**src/rtl/wb_stage.sv**
```systemverilog
// Memory/write-back pipeline register and write-back source selection.
// Drives the GRF write port and exports forwarding info for the hazard unit.
module wb_stage #(
    parameter logic [31:0] PC_RESET = 32'h0000_3000
) (
    input  logic        clk,
    input  logic        reset,
    input  logic        stall,
    input  logic        flush,
    input  logic [31:0] m_pc,
    input  logic        m_we,
    input  logic [4:0]  m_regAddr,
    input  logic [1:0]  m_wbSel,
    input  logic [2:0]  m_memType,
    input  logic [31:0] m_aluOut,
    input  logic [31:0] m_memRead,
    input  logic [31:0] m_hilo,
    output logic [31:0] pc,
    output logic        WE,
    output logic [4:0]  regAddr,
    output logic [31:0] regData,
    output logic        fwdValid
);

    localparam int unsigned W_XLEN = 32;
    localparam int unsigned W_ADDR = 5;
    localparam int unsigned W_SEL  = 2;
    localparam int unsigned W_TYPE = 3;

    localparam logic [W_SEL-1:0]  SEL_ALU  = 2'b00;
    localparam logic [W_SEL-1:0]  SEL_LOAD = 2'b01;
    localparam logic [W_SEL-1:0]  SEL_LINK = 2'b10;
    localparam logic [W_SEL-1:0]  SEL_HILO = 2'b11;

    localparam logic [W_TYPE-1:0] MT_LB  = 3'b001;
    localparam logic [W_TYPE-1:0] MT_LBU = 3'b010;
    localparam logic [W_TYPE-1:0] MT_LH  = 3'b011;
    localparam logic [W_TYPE-1:0] MT_LHU = 3'b100;

    logic [W_XLEN-1:0] r_pc;
    logic              r_we;
    logic [W_ADDR-1:0] r_addr;
    logic [W_SEL-1:0]  r_sel;
    logic [W_TYPE-1:0] r_type;
    logic [W_XLEN-1:0] r_alu;
    logic [W_XLEN-1:0] r_mem;
    logic [W_XLEN-1:0] r_hilo;

    logic [7:0]        w_byte;
    logic [15:0]       w_half;
    logic [W_XLEN-1:0] w_ext;
    logic [W_XLEN-1:0] w_link;
    logic [W_XLEN-1:0] w_data;

    // Stage register: reset and flush both load a bubble; flush beats stall.
    always_ff @(posedge clk) begin
        if (reset || flush) begin
            r_pc   <= PC_RESET;
            r_we   <= 1'b0;
            r_addr <= '0;
            r_sel  <= '0;
            r_type <= '0;
            r_alu  <= '0;
            r_mem  <= '0;
            r_hilo <= '0;
        end else if (!stall) begin
            r_pc   <= m_pc;
            r_we   <= m_we;
            r_addr <= m_regAddr;
            r_sel  <= m_wbSel;
            r_type <= m_memType;
            r_alu  <= m_aluOut;
            r_mem  <= m_memRead;
            r_hilo <= m_hilo;
        end
    end

    // Load extension; halfword select ignores offset bit 0.
    always_comb begin
        w_byte = r_mem[7:0];
        w_half = r_alu[1] ? r_mem[31:16] : r_mem[15:0];
        w_ext  = r_mem;
        case (r_alu[1:0])
            2'd0:    w_byte = r_mem[7:0];
            2'd1:    w_byte = r_mem[15:8];
            2'd2:    w_byte = r_mem[23:16];
            default: w_byte = r_mem[31:24];
        endcase
        case (r_type)
            MT_LB:   w_ext = {{24{w_byte[7]}}, w_byte};
            MT_LBU:  w_ext = {24'h00_0000, w_byte};
            MT_LH:   w_ext = {{16{w_half[15]}}, w_half};
            MT_LHU:  w_ext = {16'h0000, w_half};
            default: w_ext = r_mem;
        endcase
    end

    assign w_link = r_pc + W_XLEN'(8);

    always_comb begin
        w_data = r_alu;
        case (r_sel)
            SEL_ALU:  w_data = r_alu;
            SEL_LOAD: w_data = w_ext;
            SEL_LINK: w_data = w_link;
            SEL_HILO: w_data = r_hilo;
            default:  w_data = r_alu;
        endcase
    end

    // $0 is never written, so it is never a forwarding source either.
    assign pc       = r_pc;
    assign regAddr  = r_addr;
    assign WE       = r_we && (r_addr != '0);
    assign fwdValid = WE;
    assign regData  = w_data;

endmodule
```
**config.mk**
```make
export PLATFORM = sky130hd
export DESIGN_NAME = wb_stage
export DESIGN_NICKNAME = d
export VERILOG_FILES = /design/src/rtl/wb_stage.sv
export SDC_FILE = /design/constraint.sdc
export NUM_CORES = 1
export LEC_CHECK = 0
export BUFFER_PORTS_ARGS = -buffer_cell sky130_fd_sc_hd__buf_2
export CAP_MARGIN = 40
export CORE_UTILIZATION = 45
export CTS_CLUSTER_SIZE = 20
export DETAILED_ROUTE_END_ITERATION = 12
export MAX_ROUTING_LAYER = met4
export PLACE_DENSITY = 0.68
export SLEW_MARGIN = 20
export SYNTH_ARGS = -nofsm -noshare
export SYNTH_HDL_FRONTEND = slang
export SYNTH_SLANG_ARGS = --single-unit
```
**constraint.sdc**
```tcl
create_clock -name clk -period 2.75 [get_ports clk]
set_clock_uncertainty 0.15 [all_clocks]
set_input_delay 0.275 -clock clk [delete_from_list [all_inputs] [get_ports clk]]
set_output_delay 0.275 -clock clk [all_outputs]
set_load 0.01 [all_outputs]
```
## Word level (Yosys, flattened, before mapping)

Index checks and enable logic that the tools add are counted.
W data, S select, Z words.

- Output and inout bits: 71
- Bits of input ports: 143
- Flip-flop bits (word level): 139
- Word-level logic and storage cells: 27

- Add/subtract/negate cells: 1
- Mux-type cells: 4
- Equality and inequality tests: 9
- Reduce and logical (&&, ||, !) cells: 5

Operators with widths:

| operator | count |
|---|---|
| $pmux W32 S4 | 2 |
| $add A32 B4 Y32 const B | 1 |
| $pmux W8 S3 | 1 |
| $mux W16 | 1 |
| $eq A2 B2 Y1 const B | 3 |
| $eq A3 B2 Y1 const B | 2 |
| $reduce_bool A5 Y1 | 1 |
| $eq A2 B1 Y1 const B | 2 |
| $logic_not A2 Y1 | 2 |
| $eq A3 B1 Y1 const B | 1 |
| $eq A3 B3 Y1 const B | 1 |
| $logic_and A1 B1 Y1 | 1 |
| $logic_or A1 B1 Y1 | 1 |

## Depth between registers and ports, before layout

- Depth in word-level cells: 4
- Gate-level depth with buffers: 8
- Gate-level depth less buffers: 6

## Least setup slack after synthesis

No wires, ideal clock.

- Path type: reg-to-output
- Start: register r_pc[3] (netlist: pc[3])
- End: output port regData[27]
- Buffers on the path: 2
- Arrival time: 2.007 ns
- Setup slack: 0.318 ns
- Stages on the path, launching flop included: 9
- Path through: dfxtp_1 -> ha_1 -> and4_1 -> clkbuf_1 -> and4_1 -> buf_2 -> nand4_1 -> xor2_1 -> a221oi_1

- Cells in the longest elaborated chain, start to end: 2

Ends and longest elaborated chain:

| what | RTL line | RTL |
|---|---|---|
| start, declared | 40 | `logic [W_XLEN-1:0] r_pc;` |
| start signal, assigned | 67 | `r_pc <= m_pc;` |
| $add A32 B4 Y32 | 98 | `assign w_link = r_pc + W_XLEN'(8);` |
| $pmux W32 S4 | 102 | `case (r_sel)` |
| end, declared | 21 | `output logic [31:0] regData,` |

No other way between the ends.

## Worst setup path in the final report

- Start: register r_alu[1]
- End: output port regData[9]

- Cells in the longest elaborated chain, start to end: 4

Ends and longest elaborated chain:

| what | RTL line | RTL |
|---|---|---|
| start, declared | 45 | `logic [W_XLEN-1:0] r_alu;` |
| start signal, assigned | 72 | `r_alu <= m_aluOut;` |
| $eq A2 B2 Y1, or another cell as far along | 83 | `case (r_alu[1:0])` |
| $pmux W8 S3 | 83 |  |
| $pmux W32 S4 * | 89 | `case (r_type)` |
| $pmux W32 S4 * | 102 |  |

Every way passes the cells marked *; elsewhere a longest branch is shown, timed or not.

==> run summary <==
Fin Hold WS -> 225 ps
H-Tree Depth -> 4
Final Hold Vio Count -> 0
Vias in the first global route -> 6964
Net Count, Synth -> 908
Non-Filler Instances -> 1305
Fin crit share -> 1.05
Slew Limit Fails -> 0
Routed Antenna Nets -> 0
Worst hold-check path type -> in -> reg
Share of layout cells above drive strength 1 -> 0.289
GPL Wtd Cong -> 0.946
Via density -> 5.43
DR DRC count -> 0
Die area -> 0.0158 mm²
Total power -> 5.35 mW
Most common cell after layout, fill and taps aside -> buf_2
CP Class -> reg -> out
RSZ-0062 raised after global routing -> yes
Worst r2r src -> pc[13]
Area Overhead vs Synth -> 50.8%
Number of synthesized flops with an enable pin -> 0
Largest net degree at the start of global routing -> 102
CP peak stage delay -> 520 ps
Failing checks -> negative setup slack
Die Height -> 126 µm
Critical Path Start -> r_alu[1]
Critical path arrival -> 2460 ps
Status -> finished, violations left
Setup WS post-layout -> -134 ps
Crit-path cells -> mux2_4 -> or4b_4 -> o211a_4 -> o221a_1 -> a221o_1 -> buf_2
Syn avg cell area -> 9.04 µm²
Crit path capture -> regData[9]
Synth async-reset ratio -> 0
Worst-margin pin slew -> 575 ps
CTS Buf Count -> 17
Crit-path max FO -> 8
CORE AREA -> 0.0148 mm²
R2R depth -> 3
Netlist cell types -> 56
Rel. slew slack -> 0.616
Final Core Density -> 0.706
# fillers -> 1117
Critical Path RT -> 2330 ps
Setup TNS -> -790 ps
Gate Count Post-Synth -> 764
Part of the Yosys area used for sequential elements -> 0.403
Most frequent cells in the layout -> buf_2, nor2_1, mux2i_1, dlygate4sd3_1, dfxtp_1
Crit path max-delay cell type -> or4b_4
Routed vias -> 7089
Clock slew at reported path FFs -> 60 ps
Initial antenna violation count -> 0
CTS max path bufs -> 2
R2R Setup Slk -> 1270 ps
Initial Utilization -> 0.468
Total GRT Usage -> 0.310
Max_cap viols -> 0
GR Overflow Total -> 0
Num rows -> 44
Drt first pass iters -> 7
Number of buffers added on ports -> 213
Register bit total from synthesis -> 139
Setup crit start kind -> flip-flop
CTS Root Cell -> clkbuf_16
Ant. Diodes -> 0
Reg2reg end -> pc[13]
Routed WL per cell -> 18.2 µm
CTS tree -> yes
Power Dens Cells -> 514 mW/mm²
Clock net sink count -> 139
P_leak -> 4.69 nW
Final HPWL DP -> 15.5 mm
Final WL -> 23.8 mm
Ys flop type -> dfxtp_1
Worst-skew pair later-pin latency -> 420 ps
Die W -> 126 µm
Tmin final -> 2880 ps
VDD IR max -> 473 µV
Cell Area, Synth -> 0.00691 mm²
First-pass GRT wire length -> 36.9 mm
# setup viols final -> 10
Finished Cell Area -> 0.0104 mm²
Crit. End Element -> primary output
Dpl cells -> 1125
IO Count -> 214
First DRT Iteration DRCs -> 434
DP Area -> 0.00819 mm²
Post-layout net count -> 1252
Pre-CTS setup slack -> 190 ps
Synth warn -> 0
FMAX -> 0.347 GHz
[registers in the layout, indices dropped and copies added (netlist names)]
| name | count |
|---|---|
| r_alu | 32 |
| r_hilo | 32 |
| pc | 32 |
| regAddr | 5 |
| r_we | 1 |
| r_type | 3 |
| r_mem | 32 |
| r_sel | 2 |
[metal layers]
metal / vias up / part of all wire / GRT usage
met5: - / 0 / -
met4: 0 / 0.032 / 0.129
met3: 45 / 0.071 / 0.0739
met2: 295 / 0.48 / 0.504
met1: 3346 / 0.41 / 0.368
li1: 3403 / - / -
[cells by family after synthesis]
family                   share of synthesized area
AO/OA/AOI/OAI                                0.129
adder cells (fa/ha/maj)                    0.00181
buffers and inverters                       0.0400
AND/OR/NAND/NOR                              0.159
flip-flops                                   0.403
multiplexers                                 0.236
XOR/XNOR                                    0.0315
[synthesized netlist by cell type (8+ instances only)]
| library cell | instances | share of area |
|---|---|---|
| a211oi_1 | 14 | 0.015 |
| a21oi_1 | 18 | 0.013 |
| a221o_1 | 9 | 0.013 |
| buf_1 | 14 | 0.0076 |
| buf_2 | 8 | 0.0058 |
| clkbuf_1 | 39 | 0.021 |
| dfxtp_1 | 139 | 0.40 |
| mux2i_1 | 148 | 0.21 |
| nand2_1 | 24 | 0.013 |
| nand3_1 | 11 | 0.0080 |
| nor2_1 | 168 | 0.091 |
| o211ai_1 | 11 | 0.012 |
| o21ai_0 | 27 | 0.020 |
| xnor2_1 | 13 | 0.016 |
| xor2_1 | 10 | 0.013 |
[power breakdown]
group | internal (mW) | switching, mW
sequential | 2.08 | 0.0685
clock | 1.52 | 0.879
combinational | 0.434 | 0.369
total | 4.03 | 1.32
[area by class of cell]
class	count	area [µm²]	share of cell area
clock buffer	21	480	0.0461
clock inverter	11	141	0.0136
inverter	5	18.8	0.00180
multi-input combinational	557	3960	0.380
sequential	139	2800	0.269
tap	184	230	0.0221
timing repair buffer	388	2780	0.267
[worst min-delay path by stage]
stage | start | to | slack, ps | cells past startpoint
2_1_floorplan | reset | pc[12] | 220 | 2
3_3_place_gp | r_alu[3] | r_alu[3] | 320 | 2
3_5_place_dp | r_alu[3] | r_alu[3] | 330 | 2
4_1_cts | stall | pc[12] | 200 | 3
5_1_grt | stall | pc[12] | 230 | 3
6_report | stall | pc[26] | 230 | 3
[what timing repair did]
item                                   in CTS  in global routing
endpoints found under the hold margin     139                  0
setup endpoints to repair                  28                 27
setup buffers                               6                  1
resized for setup                          21                 23
pin swaps                                   7                  5
hold buffers                              141                  0
[critical path, delay by kind of cell, from the launching register on]
family,cells,cell delay [ps]
AND/OR/NAND/NOR,1,520
AO/OA/AOI/OAI,3,720
flip-flops,1,350
multiplexers,1,310
buffers and inverters,1,140
Power figures use the tool's default switching activity.
